--- src/rtl/instruction_sequencer_if.sv ---
// Handshake/bus bundle between the instruction sequencer and its environment.
// STEP_EN adds the single-step controls (StepMode, Step).
interface instruction_sequencer_if #(
  parameter int OPW = 20,
  parameter int AW  = 5
);
  logic            Start;
  logic            Stop;
  logic            ProgWrite;
  logic [AW-1:0]   ProgAddr;
  logic [OPW-1:0]  ProgData;
  logic [AW:0]     ProgLength;
  logic            ExecDone;
  logic [OPW-1:0]  OpCode;
  logic [AW:0]     Pc;
  logic            Running;
  logic            Halted;
  logic            Error;
  logic [15:0]     InstrCount;
`ifdef STEP_EN
  logic            StepMode;
  logic            Step;
`endif

  modport master (
    input  `ifdef STEP_EN StepMode, Step, `endif
           Start, Stop, ProgWrite, ProgAddr, ProgData, ProgLength, ExecDone,
    output OpCode, Pc, Running, Halted, Error, InstrCount
  );

  modport slave (
    output `ifdef STEP_EN StepMode, Step, `endif
           Start, Stop, ProgWrite, ProgAddr, ProgData, ProgLength, ExecDone,
    input  OpCode, Pc, Running, Halted, Error, InstrCount
  );
endinterface

--- src/rtl/instruction_sequencer.sv ---
// Program-driven opcode issuer for the Excutor datapath: runs a stored program
// from Start until an end opcode, the program length, Stop or an accept timeout.
// Optional STEP_EN macro adds StepMode/Step and a PAUSE state between instructions.
module instruction_sequencer #(
  parameter int OPW     = 20,
  parameter int AW      = 5,
  parameter int TIMEOUT = 255
) (
  input logic                     Clock,
  input logic                     Reset,
  instruction_sequencer_if.master bus
);
  localparam int          TW    = $clog2(TIMEOUT + 1);
  localparam logic [AW:0] DEPTH = {1'b1, {AW{1'b0}}};

  typedef enum logic [2:0] {
    S_IDLE, S_FETCH, S_ISSUE, S_EXEC, S_HALT
`ifdef STEP_EN
    , S_PAUSE
`endif
  } state_t;

  state_t         state_q, state_d;
  logic [OPW-1:0] op_q, op_d;
  logic [AW:0]    pc_q, pc_d, pc_inc;
  logic [AW:0]    len_q, len_d;
  logic [15:0]    cnt_q, cnt_d;
  logic           err_q, err_d;
  logic           pend_q, pend_d;
  logic [TW-1:0]  tmo_q, tmo_d;
  logic           ph_q, ph_d;
  logic           run_q, run_d;
  logic           halt_q, halt_d;
  logic [OPW-1:0] rdata_q, rdata_d;
  logic           wr_ok;

  logic [OPW-1:0] mem [2**AW];

  // Store is writable only while no program is running.
  assign wr_ok = (state_q == S_IDLE) || (state_q == S_HALT);

  always_comb begin
    rdata_d = mem[pc_q[AW-1:0]];
  end

  always_ff @(posedge Clock) begin
    if (bus.ProgWrite && wr_ok) mem[bus.ProgAddr] <= bus.ProgData;
    rdata_q <= rdata_d;
  end

  always_comb begin
    state_d = state_q;
    op_d    = op_q;
    pc_d    = pc_q;
    len_d   = len_q;
    cnt_d   = cnt_q;
    err_d   = err_q;
    pend_d  = pend_q;
    tmo_d   = tmo_q;
    ph_d    = 1'b0;
    pc_inc  = pc_q + 1'b1;
    case (state_q)
      S_IDLE, S_HALT: begin
        if (bus.Start) begin
          pc_d    = '0;
          cnt_d   = '0;
          err_d   = 1'b0;
          pend_d  = 1'b0;
          op_d    = '0;
          len_d   = (bus.ProgLength > DEPTH) ? DEPTH : bus.ProgLength;
          state_d = (bus.ProgLength == '0) ? S_HALT : S_FETCH;
        end
      end
      // Two cycles: address the store, then act on the registered word.
      S_FETCH: begin
        if (bus.Stop) pend_d = 1'b1;
        if (!ph_q) begin
          ph_d = 1'b1;
        end else if (rdata_q == '0) begin
          op_d    = '0;
          state_d = S_HALT;
        end else begin
          op_d    = rdata_q;
          tmo_d   = '0;
          state_d = S_ISSUE;
        end
      end
      S_ISSUE: begin
        if (bus.Stop) pend_d = 1'b1;
        if (!bus.ExecDone) begin
          state_d = S_EXEC;
        end else if (tmo_q == TW'(TIMEOUT - 1)) begin
          err_d   = 1'b1;
          op_d    = '0;
          state_d = S_HALT;
        end else begin
          tmo_d = tmo_q + 1'b1;
        end
      end
      S_EXEC: begin
        if (bus.Stop) pend_d = 1'b1;
        if (bus.ExecDone) begin
          if (cnt_q != 16'hFFFF) cnt_d = cnt_q + 1'b1;
          pc_d = pc_inc;
          op_d = '0;
          // A Stop arriving on the completion cycle is honoured right away.
          if (pend_q || bus.Stop || (pc_inc == len_q)) state_d = S_HALT;
`ifdef STEP_EN
          else if (bus.StepMode)                       state_d = S_PAUSE;
`endif
          else                                         state_d = S_FETCH;
        end
      end
`ifdef STEP_EN
      S_PAUSE: begin
        if (bus.Stop)      state_d = S_HALT;
        else if (bus.Step) state_d = S_FETCH;
      end
`endif
      default: begin
        op_d    = '0;
        state_d = S_IDLE;
      end
    endcase
    run_d  = (state_d == S_FETCH) || (state_d == S_ISSUE) || (state_d == S_EXEC);
`ifdef STEP_EN
    run_d  = run_d || (state_d == S_PAUSE);
`endif
    halt_d = (state_d == S_HALT);
  end

  always_ff @(posedge Clock or posedge Reset) begin
    if (Reset) begin
      state_q <= S_IDLE;
      op_q    <= '0;
      pc_q    <= '0;
      len_q   <= '0;
      cnt_q   <= '0;
      err_q   <= 1'b0;
      pend_q  <= 1'b0;
      tmo_q   <= '0;
      ph_q    <= 1'b0;
      run_q   <= 1'b0;
      halt_q  <= 1'b0;
    end else begin
      state_q <= state_d;
      op_q    <= op_d;
      pc_q    <= pc_d;
      len_q   <= len_d;
      cnt_q   <= cnt_d;
      err_q   <= err_d;
      pend_q  <= pend_d;
      tmo_q   <= tmo_d;
      ph_q    <= ph_d;
      run_q   <= run_d;
      halt_q  <= halt_d;
    end
  end

  assign bus.OpCode     = op_q;
  assign bus.Pc         = pc_q;
  assign bus.Running    = run_q;
  assign bus.Halted     = halt_q;
  assign bus.Error      = err_q;
  assign bus.InstrCount = cnt_q;
endmodule

--- src/flat_wrapper.sv ---
// flat-port wrapper written by rule: the top's interface ports become plain ports
module instruction_sequencer_flat 
#(
  parameter int OPW     = 20,
  parameter int AW      = 5,
  parameter int TIMEOUT = 255
)
  (Clock, Reset, bus_Start, bus_Stop, bus_ProgWrite, bus_ProgAddr, bus_ProgData, bus_ProgLength, bus_ExecDone, bus_OpCode, bus_Pc, bus_Running, bus_Halted, bus_Error, bus_InstrCount);
  instruction_sequencer_if #(.OPW(OPW), .AW(AW)) bus_i ();
  input logic Clock;
  input logic Reset;
  input wire logic [$bits(bus_i.Start)-1:0] bus_Start;
  input wire logic [$bits(bus_i.Stop)-1:0] bus_Stop;
  input wire logic [$bits(bus_i.ProgWrite)-1:0] bus_ProgWrite;
  input wire logic [$bits(bus_i.ProgAddr)-1:0] bus_ProgAddr;
  input wire logic [$bits(bus_i.ProgData)-1:0] bus_ProgData;
  input wire logic [$bits(bus_i.ProgLength)-1:0] bus_ProgLength;
  input wire logic [$bits(bus_i.ExecDone)-1:0] bus_ExecDone;
  output wire logic [$bits(bus_i.OpCode)-1:0] bus_OpCode;
  output wire logic [$bits(bus_i.Pc)-1:0] bus_Pc;
  output wire logic [$bits(bus_i.Running)-1:0] bus_Running;
  output wire logic [$bits(bus_i.Halted)-1:0] bus_Halted;
  output wire logic [$bits(bus_i.Error)-1:0] bus_Error;
  output wire logic [$bits(bus_i.InstrCount)-1:0] bus_InstrCount;
  assign bus_i.Start = bus_Start;
  assign bus_i.Stop = bus_Stop;
  assign bus_i.ProgWrite = bus_ProgWrite;
  assign bus_i.ProgAddr = bus_ProgAddr;
  assign bus_i.ProgData = bus_ProgData;
  assign bus_i.ProgLength = bus_ProgLength;
  assign bus_i.ExecDone = bus_ExecDone;
  assign bus_OpCode = bus_i.OpCode;
  assign bus_Pc = bus_i.Pc;
  assign bus_Running = bus_i.Running;
  assign bus_Halted = bus_i.Halted;
  assign bus_Error = bus_i.Error;
  assign bus_InstrCount = bus_i.InstrCount;
  instruction_sequencer #(.OPW(OPW), .AW(AW), .TIMEOUT(TIMEOUT)) u_core (.Clock(Clock), .Reset(Reset), .bus(bus_i));
endmodule
--- config.mk ---
export PLATFORM = sky130hd
export DESIGN_NAME = instruction_sequencer_flat
export DESIGN_NICKNAME = d
export VERILOG_FILES = /design/src/rtl/instruction_sequencer_if.sv /design/src/rtl/instruction_sequencer.sv /design/src/flat_wrapper.sv
export SDC_FILE = /design/constraint.sdc
export NUM_CORES = 1
export LEC_CHECK = 0
export CAP_MARGIN = 15
export CORE_MARGIN = 2
export CORE_UTILIZATION = 31
export DETAILED_ROUTE_END_ITERATION = 6
export HOLD_SLACK_MARGIN = 0.05
export SLEW_MARGIN = 0
export SYNTH_ARGS = -nofsm -noshare
export SYNTH_HDL_FRONTEND = slang
export SYNTH_SLANG_ARGS = --single-unit
--- constraint.sdc ---
create_clock -name Clock -period 2.5 [get_ports Clock]
set_input_delay 0.375 -clock Clock [delete_from_list [all_inputs] [get_ports Clock]]
set_output_delay 0.375 -clock Clock [all_outputs]
set_load 0.05 [all_outputs]
==> summary.txt <==
Placed design
  – Hpwl dp: between 30 and 40 mm
  – Dpl cells: approximately 2700
  – GP Congestion: ~0.81
  – I/O Buffers: ~80

Yosys
  – Post-synthesis sequential area ratio: 0.7583
  – Mapped Nets: about 1400
  – Syn Inst Count: ~1300
  – Top post-synthesis cells by area: edfxtp_1 69%, mux4_2 16%, dfrtp_1 5.7%, dfxtp_1 1.4%, nand2_1 1.4%
  – Yosys warning total: 0
  – Multiplexer share of the synthesized area: 0.1610
  – Synth Area in XOR/XNOR: 0.003443
  – Synth area leader: edfxtp_1
  – Area share of fa/ha/maj cells after synthesis: 0.001788
  – Largest family of logic cells by synthesized area: multiplexers
  – Synthesized-area fraction occupied by and/or/nand/nor cells: 0.03827
  – Fraction of post-synthesis cell area in the top cell type by area: 0.6868
  – Post-synth EDFFs: 640
  – Post-synth ARST share: 0.08840
  – Syn avg cell area: 20.74 um^2
  – Main flop type after synthesis: edfxtp_1
  – Post-synth cell types: 55
  – Mapped cell area: approximately 0.028 mm^2
  – Synth Area in Compound Gates: 0.02486
  – Seq cells post-synth: a little over 700

Critical path
  – Crit path to: u_core.rdata_q[3]
  – R2R Path Start: u_core.bus.Pc[0]
  – Crit path cell chain: buf_12, buf_12, mux4_2, mux4_2, nand2_1, nand2_1
  – CP Launch Point: u_core.bus.Pc[0]
  – Worst R2R Path Depth: 6
  – Worst Path Arrival: 2.87 ns
  – Worst stage delay on the critical path: approximately 0.58 ns
  – Worst setup EP type: flop
  – Top delay family on crit path: multiplexers
  – Buf+Inv Stages, Crit Path: 2
  – CP Class: reg2reg
  – Reg2reg end: u_core.rdata_q[3]
  – Levels on crit path: 6
  – Crit path launch type: flop
  – Critical-path top delay cell: dfrtp_4
  – CP max FO: 10
  – R2R Setup Slk: between 0.1 and 0.15 ns
  – CP required: 3.02 ns

Clocking
  – Reg clk slew, reported paths: approximately 0.06 ns
  – H-tree depth: 3
  – Root buf cell: clkbuf_16
  – Longest Clk Path Bufs: 3
  – Hold Buf Count CTS: 0
  – # clock sinks: 724
  – CTS tree: built
  – Clk_lat worst skew: 0.62 ns
  – CTS buffer count: 76
  – Setup Buffers After CTS: 0

STA
  – Maximum clock frequency: roughly 420 MHz
  – Fin. max-slew vios: 0
  – Min Hold Slack: ~0.15 ns
  – Final min period: approximately 2.4 ns
  – RSZ-0062 raised after global routing: false
  – Slew @ Worst Pin: between 0.6 and 0.7 ns
  – Clk_skew: roughly 0.02 ns
  – Slew margin rel.: 0.5297
  – Hold Vio Cnt, Final: 0
  – Final setup fails: 0
  – Period utilization: 0.9436

Floorplan
  – Core Rows: between 100 and 150
  – Io pins: about 80
  – Chip width: slightly above 300 um
  – Core area: 0.08974 mm^2
  – DIE AREA: around 0.09 mm^2
  – Initial core utilization: 0.3119
  – Die height: roughly 300 um

Route
  – Vias/cell: just under 5
  – Vias: 13880
  – DRT Pass-1 Iters: 5
  – DRT antenna net count: 0
  – Initial DRC Count: 1217
  – DRT Wirelength: around 63 mm
  – DR DRC count: 0
  – DR WL/cell: ~23 um

Cells and area
  – Most frequent cells in the layout: 640 x edfxtp_1, 200 x mux4_2, 103 x nand2_1
  – # fillers: 8020
  – Area grow syn2layout: 22.16%
  – Antenna cells: 0
  – Non-Filler Instances: about 2800
  – Commonest non-fill, non-tap cell in the layout: edfxtp_1
  – Nets: between 1500 and 2000
  – Share of post-route cells with drive strength above 1: 0.2985

Job
  – Max-Cap Viols: 0

Status
  – Status: finished clean

Pwr
  – Sequential Power Share: 0.438
  – Clock power frac: 0.362
  – Max VDD drop: roughly 0.00048 V
  – Int Power: around 24 mW
  – Logic gate share of total power: 0.200
  – P_sw: 8.502 mW
  – Switching Fraction: 0.2629
  – Pleak: 10.87 nW
  – Pwr dens: 946.1 mW/mm^2

GRT
  – Total grt overflow: 0
  – Largest net degree at the start of global routing: 68
  – Initial antenna violation count: 0
  – Vias in the first global route: 14510
  – Global router's overall resource usage: 0.1360
  – First-pass GRT wire length: approximately 94 mm

Hold path
  – Path type of the worst min-delay path: in2async
## power by group through the flow
stage	Sequential, mW	Clock (mW)	Combinational, mW
2_1_floorplan	14.7	0	3.86
3_5_place_dp	14.4	0	6.58
5_1_grt	14.2	12.4	6.98
3_3_place_gp	14.4	0	6.48
6_report	14.2	11.7	6.48
4_1_cts	14.2	12.0	6.59
## metrics by stage
stage | area, um^2 | utilization | total power [mW] | worst slack (ns) | TNS, ns
4_1_cts | 34180 | 0.3809 | 32.70 | 0.1193 | 0
5_1_grt | 34190 | 0.3810 | 33.58 | 0.02456 | 0
2_1_floorplan | 27990 | - | 18.53 | -0.05533 | -8.296
3_3_place_gp | 31560 | 0.3517 | 20.90 | 0.04502 | 0
3_5_place_dp | 31560 | 0.3517 | 20.99 | 0.04860 | 0
6_report | 34190 | 0.3810 | 32.34 | 0.1410 | 0
## cells by family after synthesis
kind of cell    count (synthesis)
compound gates                102
xor+xnor                       11
fa+ha+maj                       4
buf+inv                        78
flops                         724
mux                           200
simple gates                  230
## cells in the mapped netlist, drive strengths merged (2+ instances only)
cell type and number:
nand4 6, inv 11, a21oi 22, a22o 16
ha 4, o311ai 3, dfrtp 64, dfxtp 20
buf 29, o31ai 6, a31oi 3, nor3 2
or3 11, and4 4, or4 5, nor4 9
o21bai 2, o41ai 2, nand3b 3, xnor2 5
clkbuf 38, o21ai 26, mux4 200, nand3 16
nand2b 10, nand2 103, and2 3, o211ai 8
edfxtp 640, and3 4, xor2 6, or3b 2
nor2 49, o2111ai 4
## how the worst min path moves through the flow
stage                  startpoint                    end  slack (ns)  depth (start not counted)
6_report                    Reset      u_core.state_q[0]        0.15                          3
5_1_grt                     Reset      u_core.state_q[0]        0.17                          3
4_1_cts                     Reset   u_core.bus.OpCode[6]        0.13                          3
3_5_place_dp    u_core.rdata_q[8]   u_core.bus.OpCode[8]        0.48                          1
3_3_place_gp      u_core.tmo_q[5]        u_core.tmo_q[5]        0.46                          1
2_1_floorplan  u_core.rdata_q[18]  u_core.bus.OpCode[18]        0.43                          2
## metal layers
| metal | vias up | part of all wire | GRT usage |
|---|---|---|---|
| met5 | - | 0 | 0 |
| met2 | 481 | 0.48 | 0.2202 |
| li1 | 6019 | - | - |
| met4 | 0 | 0.022 | 0.03696 |
| met1 | 7274 | 0.43 | 0.1850 |
| met3 | 102 | 0.067 | 0.03073 |
## repair_timing
item / in CTS / in global routing
endpoints found under the setup margin: 1 / 1
resized for setup: 1 / 1
pin swaps: 0 / 0
## worst register-to-register path, stage by stage (launching register included)
cell     delay (ns)
dfrtp_4        0.58
buf_12         0.21
buf_12         0.17
mux4_2         0.56
mux4_2         0.57
nand2_1        0.12
nand2_1        0.06
## sequential cells by signal (all words and copies together) (netlist names), 3 cells and up
| register | count |
|---|---|
| u_core.rdata_q | 20 |
| u_core.bus.InstrCount | 16 |
| u_core.len_q | 6 |
| u_core.tmo_q | 8 |
| u_core.bus.Pc | 6 |
| u_core.state_q | 3 |
| u_core.mem | 640 |
| u_core.bus.OpCode | 20 |
## area by class of cell
class	instances	area (um^2)	area share
Multi-Input combinational cell	547	6502	0.1902
Timing Repair Buffer	202	2313	0.06767
Sequential cell	724	21230	0.6211
Clock buffer	98	2064	0.06039
Tap cell	1176	1471	0.04304
Inverter	11	41.29	0.001208
Clock inverter	43	559.3	0.01636
Power figures use the tool's default switching activity.
